==> src/rtl/pc_trace_monitor_pkg.sv <==
// Shared types for the PC trace monitor: run-state encoding, trace entry layout, pointer width.
package trace_pkg;

    localparam int unsigned DEF_PC_W  = 32;
    localparam int unsigned DEF_CNT_W = 16;
    localparam int unsigned DEF_DEPTH = 16;
    localparam int unsigned PTR_W     = $clog2(DEF_DEPTH);

    typedef enum logic [1:0] {
        IDLE   = 2'd0,
        RUN    = 2'd1,
        HALTED = 2'd2,
        DONE   = 2'd3
    } state_t;

    // Entry layout at default widths; the FIFO stores {cycle, pc} in this order.
    typedef struct packed {
        logic [DEF_CNT_W-1:0] cycle;
        logic [DEF_PC_W-1:0]  pc;
    } trace_entry_t;

endpackage

==> src/rtl/pc_trace_monitor_if.sv <==
// Valid/ready trace drain port of the PC trace monitor.
interface trace_if #(
    parameter int unsigned PC_W  = 32,
    parameter int unsigned CNT_W = 16
);
    logic             trace_valid;
    logic             trace_ready;
    logic [CNT_W-1:0] trace_cycle;
    logic [PC_W-1:0]  trace_pc;

    modport master (output trace_valid, trace_cycle, trace_pc, input trace_ready);
    modport slave  (input trace_valid, trace_cycle, trace_pc, output trace_ready);
endinterface

==> src/rtl/pc_trace_monitor_fifo.sv <==
// Synchronous FIFO with flush, simultaneous push/pop and a registered head (valid + data).
module trace_fifo #(
    parameter int unsigned W     = 48,
    parameter int unsigned DEPTH = 16
) (
    input  logic         clk,
    input  logic         reset,
    input  logic         i_flush,
    input  logic         i_push,
    input  logic [W-1:0] i_din,
    input  logic         i_ready,
    output logic         o_valid,
    output logic [W-1:0] o_dout,
    output logic         o_drop_c
);
    localparam int unsigned AW = $clog2(DEPTH);

    logic [W-1:0] r_mem [DEPTH];
    logic [AW:0]  r_wr, r_rd;
    logic         r_valid;
    logic [W-1:0] r_head;

    logic        w_pop, w_full, w_push_ok;
    logic [AW:0] w_wr_base, w_rd_next, w_wr_next;

    // Flush rebases both pointers to zero so a push on the same edge lands in slot 0.
    always_comb begin
        w_pop     = r_valid && i_ready;
        w_full    = (r_wr - r_rd) == (AW+1)'(DEPTH);
        w_wr_base = i_flush ? '0 : r_wr;
        w_rd_next = i_flush ? '0 : (w_pop ? r_rd + (AW+1)'(1) : r_rd);
        w_push_ok = i_push && (i_flush || !w_full || w_pop);
        w_wr_next = w_wr_base + (AW+1)'(w_push_ok);
    end

    assign o_drop_c = i_push && !w_push_ok;

    always_ff @(posedge clk) begin
        if (w_push_ok) r_mem[w_wr_base[AW-1:0]] <= i_din;
    end

    // Head bypasses the array when the entry being written becomes the new head.
    always_ff @(posedge clk or negedge reset) begin
        if (!reset) begin
            r_wr    <= '0;
            r_rd    <= '0;
            r_valid <= 1'b0;
            r_head  <= '0;
        end else begin
            r_wr    <= w_wr_next;
            r_rd    <= w_rd_next;
            r_valid <= (w_wr_next != w_rd_next);
            r_head  <= (w_push_ok && (w_wr_base == w_rd_next)) ? i_din
                                                              : r_mem[w_rd_next[AW-1:0]];
        end
    end

    assign o_valid = r_valid;
    assign o_dout  = r_head;
endmodule

==> src/rtl/pc_trace_monitor.sv <==
// Run monitor: cycle counter, PC-change trace FIFO, halt/timeout detection.
// Optional register snapshot at run end when SNAPSHOT_EN is defined.
module pc_trace_monitor
    import trace_pkg::*;
#(
    parameter int unsigned PC_W        = DEF_PC_W,
    parameter int unsigned NUM_WATCH   = 6,
    parameter int unsigned DEPTH       = DEF_DEPTH,
    parameter int unsigned CNT_W       = DEF_CNT_W,
    parameter int unsigned MAX_CYCLES  = 20,
    parameter int unsigned STALL_LIMIT = 4
) (
    input  logic                   clk,
    input  logic                   reset,
    input  logic                   start,
    input  logic [PC_W-1:0]        pc,
    input  logic [NUM_WATCH*32-1:0] watch,
    trace_if.master                trace,
    output logic [CNT_W-1:0]       cycles,
    output logic                   running,
    output logic                   halted,
    output logic                   timeout,
    output logic                   overflow
`ifdef SNAPSHOT_EN
    ,output logic [NUM_WATCH*32-1:0] snap_data
`endif
);
    localparam int unsigned SW = $clog2(STALL_LIMIT + 1);
    localparam int unsigned EW = CNT_W + PC_W;

    state_t          r_state, w_state_next;
    logic [CNT_W-1:0] r_cycles, w_cycles_inc;
    logic [SW-1:0]   r_stall, w_stall_inc;
    logic [PC_W-1:0] r_last_pc;
    logic            r_halted, r_timeout, r_overflow;

    logic            w_start, w_step, w_pc_chg, w_halt, w_tmo, w_push, w_drop_c;
    logic [EW-1:0]   w_din, w_head;

    always_ff @(posedge clk or negedge reset) begin
        if (!reset) r_state <= IDLE;
        else        r_state <= w_state_next;
    end

    // Next state and per-edge events; halt takes priority over timeout.
    always_comb begin
        w_state_next = r_state;
        w_start      = 1'b0;
        w_step       = 1'b0;
        w_pc_chg     = 1'b0;
        w_halt       = 1'b0;
        w_tmo        = 1'b0;
        w_push       = 1'b0;
        w_din        = '0;
        w_cycles_inc = (&r_cycles) ? r_cycles : r_cycles + CNT_W'(1);
        w_stall_inc  = r_stall + SW'(1);
        case (r_state)
            RUN: begin
                w_step   = 1'b1;
                w_pc_chg = (pc != r_last_pc);
                w_push   = w_pc_chg;
                w_din    = {w_cycles_inc, pc};
                w_halt   = !w_pc_chg && (w_stall_inc == SW'(STALL_LIMIT));
                w_tmo    = !w_halt && (MAX_CYCLES != 0) &&
                           (({1'b0, r_cycles} + (CNT_W+1)'(1)) == (CNT_W+1)'(MAX_CYCLES));
                if (w_halt)     w_state_next = HALTED;
                else if (w_tmo) w_state_next = DONE;
            end
            default: begin
                if (start) begin
                    w_start      = 1'b1;
                    w_push       = 1'b1;
                    w_din        = {CNT_W'(0), pc};
                    w_state_next = RUN;
                end
            end
        endcase
    end

    always_ff @(posedge clk or negedge reset) begin
        if (!reset) begin
            r_cycles   <= '0;
            r_stall    <= '0;
            r_last_pc  <= '0;
            r_halted   <= 1'b0;
            r_timeout  <= 1'b0;
            r_overflow <= 1'b0;
        end else if (w_start) begin
            r_cycles   <= '0;
            r_stall    <= '0;
            r_last_pc  <= pc;
            r_halted   <= 1'b0;
            r_timeout  <= 1'b0;
            r_overflow <= 1'b0;
        end else if (w_step) begin
            r_cycles <= w_cycles_inc;
            if (w_pc_chg) begin
                r_last_pc <= pc;
                r_stall   <= '0;
            end else begin
                r_stall <= w_stall_inc;
            end
            if (w_halt)   r_halted   <= 1'b1;
            if (w_tmo)    r_timeout  <= 1'b1;
            if (w_drop_c) r_overflow <= 1'b1;
        end
    end

    trace_fifo #(.W(EW), .DEPTH(DEPTH)) u_fifo (
        .clk      (clk),
        .reset    (reset),
        .i_flush  (w_start),
        .i_push   (w_push),
        .i_din    (w_din),
        .i_ready  (trace.trace_ready),
        .o_valid  (trace.trace_valid),
        .o_dout   (w_head),
        .o_drop_c (w_drop_c)
    );

    assign trace.trace_cycle = w_head[EW-1 -: CNT_W];
    assign trace.trace_pc    = w_head[PC_W-1:0];
    assign cycles   = r_cycles;
    assign running  = (r_state == RUN);
    assign halted   = r_halted;
    assign timeout  = r_timeout;
    assign overflow = r_overflow;

`ifdef SNAPSHOT_EN
    logic [NUM_WATCH*32-1:0] r_snap;

    // Captured only on the edge that ends a run; start leaves it untouched.
    always_ff @(posedge clk or negedge reset) begin
        if (!reset)              r_snap <= '0;
        else if (w_halt || w_tmo) r_snap <= watch;
    end
    assign snap_data = r_snap;
`else
    logic w_unused_watch;
    assign w_unused_watch = ^watch;
`endif
endmodule

==> src/flat_wrapper.sv <==
// flat-port wrapper written by rule: the top's interface ports become plain ports
module pc_trace_monitor_flat import trace_pkg::*;
#(
    parameter int unsigned PC_W        = DEF_PC_W,
    parameter int unsigned NUM_WATCH   = 6,
    parameter int unsigned DEPTH       = DEF_DEPTH,
    parameter int unsigned CNT_W       = DEF_CNT_W,
    parameter int unsigned MAX_CYCLES  = 20,
    parameter int unsigned STALL_LIMIT = 4
)
  (clk, reset, start, pc, watch, cycles, running, halted, timeout, overflow, trace_trace_valid, trace_trace_cycle, trace_trace_pc, trace_trace_ready);
  trace_if #(.PC_W(PC_W), .CNT_W(CNT_W)) trace_i ();
  input  logic clk;
  input  logic reset;
  input  logic start;
  input  logic [PC_W-1:0] pc;
  input  logic [NUM_WATCH*32-1:0] watch;
  output logic [CNT_W-1:0] cycles;
  output logic running;
  output logic halted;
  output logic timeout;
  output logic overflow;
  output wire logic [$bits(trace_i.trace_valid)-1:0] trace_trace_valid;
  output wire logic [$bits(trace_i.trace_cycle)-1:0] trace_trace_cycle;
  output wire logic [$bits(trace_i.trace_pc)-1:0] trace_trace_pc;
  input wire logic [$bits(trace_i.trace_ready)-1:0] trace_trace_ready;
  assign trace_trace_valid = trace_i.trace_valid;
  assign trace_trace_cycle = trace_i.trace_cycle;
  assign trace_trace_pc = trace_i.trace_pc;
  assign trace_i.trace_ready = trace_trace_ready;
  pc_trace_monitor #(.PC_W(PC_W), .NUM_WATCH(NUM_WATCH), .DEPTH(DEPTH), .CNT_W(CNT_W), .MAX_CYCLES(MAX_CYCLES), .STALL_LIMIT(STALL_LIMIT)) u_core (.clk(clk), .reset(reset), .start(start), .pc(pc), .watch(watch), .trace(trace_i), .cycles(cycles), .running(running), .halted(halted), .timeout(timeout), .overflow(overflow));
endmodule
==> config.mk <==
export PLATFORM = sky130hd
export DESIGN_NAME = pc_trace_monitor_flat
export DESIGN_NICKNAME = d
export VERILOG_FILES = /design/src/rtl/pc_trace_monitor_pkg.sv /design/src/rtl/pc_trace_monitor_if.sv /design/src/rtl/pc_trace_monitor_fifo.sv /design/src/rtl/pc_trace_monitor.sv /design/src/flat_wrapper.sv
export SDC_FILE = /design/constraint.sdc
export NUM_CORES = 1
export LEC_CHECK = 0
export BUFFER_PORTS_ARGS = -buffer_cell sky130_fd_sc_hd__buf_2
export CORE_ASPECT_RATIO = 0.9
export CORE_MARGIN = 5
export CORE_UTILIZATION = 60
export DETAILED_ROUTE_END_ITERATION = 16
export PLACE_DENSITY = 0.86
export SYNTH_ARGS = -nofsm -noshare
export SYNTH_HDL_FRONTEND = slang
export SYNTH_SLANG_ARGS = --single-unit
==> constraint.sdc <==
create_clock -name clk -period 6.8 [get_ports clk]
set_input_delay 1.02 -clock clk [delete_from_list [all_inputs] [get_ports clk]]
set_output_delay 1.02 -clock clk [all_outputs]
set_load 0.01 [all_outputs]
==> impl_results.html <==
<table>
<tr><th>Metric</th><th>Value</th></tr>
<tr><th colspan="2">Drt</th></tr>
<tr><td>Number of nets still failing antenna checks after routing</td><td>0</td></tr>
<tr><td>WL per Instance</td><td>25.7 um</td></tr>
<tr><td>Drt first-iter violations</td><td>approximately 3.6k</td></tr>
<tr><td>Average vias per placed instance</td><td>6.59</td></tr>
<tr><td>Total routed wirelength</td><td>90900 um</td></tr>
<tr><td>Number of design rule violations left after detail routing</td><td>0</td></tr>
<tr><td>Via count</td><td>23.3k</td></tr>
<tr><td>DRT Pass-1 Iters</td><td>6</td></tr>
<tr><th colspan="2">CTS</th></tr>
<tr><td>Number of clock sinks seen by CTS</td><td>slightly below 900</td></tr>
<tr><td>Clock-pin slew on the worst setup and hold paths</td><td>0.06 ns</td></tr>
<tr><td>Max H-tree Level</td><td>3</td></tr>
<tr><td>Number of buffers added for setup after CTS</td><td>0</td></tr>
<tr><td>Number of gates given a new drive strength after cts</td><td>0</td></tr>
<tr><td>CTS Root Buffer Type</td><td>sky130_fd_sc_hd__clkbuf_16</td></tr>
<tr><td>Longest Clk Path Bufs</td><td>3</td></tr>
<tr><td>Number of buffers created by CTS</td><td>83</td></tr>
<tr><td>Number of buffers inserted by hold repair at cts</td><td>0</td></tr>
<tr><td>Clk_lat worst skew</td><td>~0.63 ns</td></tr>
<tr><td>TritonCTS clock tree</td><td>built</td></tr>
<tr><th colspan="2">Cells and area</th></tr>
<tr><td>Leading cell type in the layout, fill and taps excluded</td><td>sky130_fd_sc_hd__edfxtp_1</td></tr>
<tr><td>Share of post-route cells with drive strength above 1</td><td>between 10% and 20%</td></tr>
<tr><td>Net total in the final layout</td><td>a little under 3k</td></tr>
<tr><td>Cell area after layout</td><td>just under 0.04 mm2</td></tr>
<tr><td>Most frequent cells in the layout</td><td>sky130_fd_sc_hd__edfxtp_1, sky130_fd_sc_hd__nand2_1, sky130_fd_sc_hd__nand3_1</td></tr>
<tr><td>Area Overhead vs Synth</td><td>11.2%</td></tr>
<tr><td>Fin cells</td><td>3533</td></tr>
<tr><th colspan="2">Place</th></tr>
<tr><td>HPWL after detailed placement</td><td>47800 um</td></tr>
<tr><td>Final weighted congestion in routability-driven placement</td><td>0.858</td></tr>
<tr><td>Placed insts</td><td>3376</td></tr>
<tr><td>Placed inst area</td><td>0.0367 mm2</td></tr>
<tr><td>Count of input and output buffers</td><td>between 100 and 150</td></tr>
<tr><th colspan="2">Setup path</th></tr>
<tr><td>Largest delay share family, worst path</td><td>simple AND/OR/NAND/NOR gates</td></tr>
<tr><td>Largest stage delay on the critical path</td><td>1.01 ns</td></tr>
<tr><td>Critical path buffers and inverters</td><td>3</td></tr>
<tr><td>Startpoint type of the worst setup path</td><td>flip-flop</td></tr>
<tr><td>Critical Path, Cell by Cell</td><td>nand2b_1 -&gt; inv_1 -&gt; nor2_1 -&gt; buf_4 -&gt; a2111oi_4 -&gt; nor3_1 -&gt; o21ai_0 -&gt; nor3_2 -&gt; buf_4</td></tr>
<tr><td>Dominant cell type by count on the critical path</td><td>sky130_fd_sc_hd__buf_4</td></tr>
<tr><td>Required time reported for the critical path endpoint</td><td>~7.0 ns</td></tr>
<tr><td>CP max-delay cell</td><td>sky130_fd_sc_hd__nor3_2</td></tr>
<tr><td>Critical setup path kind</td><td>reg -&gt; reg</td></tr>
<tr><td>Element type at the critical path end</td><td>flip-flop</td></tr>
<tr><td>Biggest fanout along the worst timing path</td><td>about 40</td></tr>
<tr><td>Data arrival time at the worst-slack endpoint</td><td>5.76 ns</td></tr>
<tr><th colspan="2">Floorplan</th></tr>
<tr><td>Starting utilization of the core area</td><td>60.5%</td></tr>
<tr><td>Die boundary height</td><td>240 um</td></tr>
<tr><td>Total Die Area</td><td>0.0639 mm2</td></tr>
<tr><td>Width of the chip</td><td>around 270 um</td></tr>
<tr><td>Core Box Area</td><td>0.0584 mm2</td></tr>
<tr><td>Row count</td><td>84</td></tr>
<tr><td>Total I/O pin count</td><td>297</td></tr>
<tr><th colspan="2">Timing</th></tr>
<tr><td>Relative slew slack</td><td>6.52%</td></tr>
<tr><td>Final setup fails</td><td>0</td></tr>
<tr><td>Time the worst path needs with I/O delays and setup</td><td>5.52 ns</td></tr>
<tr><td>Least-Margin Pin Slew</td><td>1.40 ns</td></tr>
<tr><td>Final Cycle Share</td><td>81.1%</td></tr>
<tr><td>Final hold violations</td><td>0</td></tr>
<tr><td>Worst clock skew on the final layout</td><td>0.0213 ns</td></tr>
<tr><td>Peak Freq</td><td>181 MHz</td></tr>
<tr><td>RSZ-0062 raised after global routing</td><td>no</td></tr>
<tr><td>Hold slack final</td><td>0.364 ns</td></tr>
<tr><td>Pins Over Slew Limit</td><td>0</td></tr>
<tr><td>Setup TNS</td><td>0 ns</td></tr>
<tr><th colspan="2">Global route</th></tr>
<tr><td>M1 GR Usage</td><td>35.9%</td></tr>
<tr><td>Busiest metal layer after global routing</td><td>met2</td></tr>
<tr><td>Initial antenna violation count</td><td>3</td></tr>
<tr><td>Met3 Usage GRT</td><td>5.59%</td></tr>
<tr><td>Wire length of the first global-routing pass</td><td>approximately 130000 um</td></tr>
<tr><td>Largest net degree at the start of global routing</td><td>124</td></tr>
<tr><td>Vias in the first global route</td><td>23.2k</td></tr>
<tr><td>Total Routing Usage GR</td><td>27.8%</td></tr>
<tr><td>Met2 track utilization from global routing</td><td>a little under half</td></tr>
<tr><td>GRT overflow</td><td>0</td></tr>
<tr><th colspan="2">Logic synthesis</th></tr>
<tr><td>Simple-gate area share of the yosys netlist</td><td>13.4%</td></tr>
<tr><td>Post-synth top flop</td><td>sky130_fd_sc_hd__edfxtp_1</td></tr>
<tr><td>Area fraction of the dominant cell type after synthesis</td><td>65.2%</td></tr>
<tr><td>Post-synthesis cell count</td><td>2613</td></tr>
<tr><td>Synthesis Warnings</td><td>0</td></tr>
<tr><td>Largest family of logic cells by synthesized area</td><td>simple AND/OR/NAND/NOR gates</td></tr>
<tr><td>Post-Synthesis Cell Area</td><td>0.0354 mm2</td></tr>
<tr><td>Synthesized flop and latch total</td><td>883</td></tr>
<tr><td>Part of the Yosys area used for sequential elements</td><td>between 70 and 80%</td></tr>
<tr><td>Synthesized-area fraction occupied by ao, oa, aoi and oai cells</td><td>7.05%</td></tr>
<tr><td>Largest cells by area after synthesis</td><td>sky130_fd_sc_hd__edfxtp_1, sky130_fd_sc_hd__dfrtp_1, sky130_fd_sc_hd__nand2_1, sky130_fd_sc_hd__nand3_1, sky130_fd_sc_hd__a32oi_1</td></tr>
<tr><td>Share of synthesized area spent on multiplexers</td><td>2.07%</td></tr>
<tr><td>Synthesized-area fraction occupied by adder cells</td><td>0.389%</td></tr>
<tr><td>Proportion of register bits with asynchronous set or reset after synthesis</td><td>approximately an eighth</td></tr>
<tr><td>Synthesized area per cell</td><td>~14 um2</td></tr>
<tr><td>EDFF count, synth</td><td>768</td></tr>
<tr><td>Cell taking the most area after synthesis</td><td>sky130_fd_sc_hd__edfxtp_1</td></tr>
<tr><td>Syn Nets</td><td>2852</td></tr>
<tr><td>Number of different library cells in the post-synthesis netlist</td><td>between 60 and 70</td></tr>
<tr><td>Synthesized-area fraction occupied by xor and xnor cells</td><td>around 1.5%</td></tr>
<tr><th colspan="2">Min path</th></tr>
<tr><td>Hold Path Class</td><td>in -&gt; async</td></tr>
<tr><th colspan="2">Run status</th></tr>
<tr><td>Outcome</td><td>finished clean</td></tr>
<tr><th colspan="2">Power</th></tr>
<tr><td>Worst VDD drop</td><td>approximately 0.00037 V</td></tr>
<tr><td>Lkg Pwr</td><td>approximately 14 nW</td></tr>
<tr><td>Final total power</td><td>18.4 mW</td></tr>
<tr><td>Pwr dens</td><td>467 mW/mm2</td></tr>
<tr><th colspan="2">Job</th></tr>
<tr><td>Max-cap viol count</td><td>0</td></tr>
</table>
-- worst reg2reg max path: stages, from the launching register on --
cell                        delay (ns)
sky130_fd_sc_hd__dfrtp_1          0.35
sky130_fd_sc_hd__nand2b_1         0.96
sky130_fd_sc_hd__inv_1            0.51
sky130_fd_sc_hd__nor2_1           0.21
sky130_fd_sc_hd__buf_4            0.27
sky130_fd_sc_hd__a2111oi_4        0.12
sky130_fd_sc_hd__nor3_1           0.50
sky130_fd_sc_hd__o21ai_0          0.35
sky130_fd_sc_hd__nor3_2           1.01
sky130_fd_sc_hd__buf_4            0.79
-- Yosys cell counts, drive strengths merged, types with 2 or more instances --
library cell / instances
a2111oi: 3
a211oi: 5
a21bo: 2
a21o: 18
a21oi: 109
a22o: 5
a31oi: 4
a32o: 3
a32oi: 80
a41oi: 2
and2: 37
and3: 4
and4: 2
buf: 78
clkbuf: 81
dfrtp: 115
edfxtp: 768
ha: 11
inv: 14
mux2: 33
mux2i: 18
mux4: 8
nand2: 706
nand2b: 3
nand3: 205
nand3b: 5
nand4: 53
nor2: 48
nor3: 12
nor4: 11
o21ai: 11
o22ai: 36
o31ai: 37
o41ai: 10
or2: 2
or3: 3
xnor2: 18
xor2: 39
-- sequential cells by signal, indices dropped and copies added (netlist names) --
name / count
u_core.r_state: 2
u_core.timeout: 1
u_core.u_fifo.r_wr: 5
u_core.u_fifo.r_mem: 768
u_core.halted: 1
u_core.r_stall: 3
u_core.u_fifo.o_valid: 1
u_core.u_fifo.r_rd: 5
u_core.r_last_pc: 32
u_core.cycles: 16
u_core.u_fifo.o_dout: 48
u_core.overflow: 1
-- kinds of logic (layout without fill, tap and decap cells) --
family	Yosys count	count (layout)
AND/OR/NAND/NOR	1096	1096
adder cells (fa/ha/maj)	11	11
AO/OA/AOI/OAI	333	333
multiplexers	59	59
XOR/XNOR	58	58
buffers and inverters	173	318
other	0	1
flip-flops	883	883
-- through the flow --
| stage | utilization [%] | setup WS [ns] |
|---|---|---|
| 2_1_floorplan | - | 0.794 |
| 3_3_place_gp | 62.7 | 1.81 |
| 3_5_place_dp | 62.7 | 1.65 |
| 4_1_cts | 67.2 | 1.56 |
| 5_1_grt | 67.3 | 1.08 |
| 6_report | 67.3 | 1.28 |
-- power by group --
group	total (mW)	switching [mW]	leakage (nW)	internal, mW
clock	4.48	1.97	1.27	2.51
sequential	7.81	0.393	8.38	7.42
combinational	6.07	4.33	4.17	1.74
total	18.4	6.69	13.8	11.7
-- routing by layer --
metal	part of all wire (%)	routed length (um)
met3	12	10800
met1	35	31800
met2	48	43300
met5	0	0
met4	5.6	5050
-- worst paths after layout --
path,from,endpoint,slack [ns],depth (start not counted)
max in group asynchronous,reset,u_core.u_fifo.o_dout[7],5.07,2
worst min register to register,u_core.r_state[0],u_core.r_state[0],0.50,1
min in group clk,u_core.r_state[0],u_core.r_state[0],0.50,1
worst max-delay path,u_core.r_state[1],u_core.u_fifo.r_mem[12][1],1.28,9
worst min-delay path,reset,u_core.u_fifo.o_dout[31],0.36,1
worst max register to register,u_core.r_state[1],u_core.u_fifo.r_mem[12][1],1.28,9
-- final cells by class --
cell class              instances  area (um2)
clock inverters                39         319
well taps                     774         968
diodes                          1        2.50
fillers                      3685       19100
inverters                      14        62.6
flip-flops and latches        883       25900
clock buffers                 115        2310
multi-input cells            1557        8820
repair buffers                150         897
Note: power is estimated with default switching activity, not from simulation.
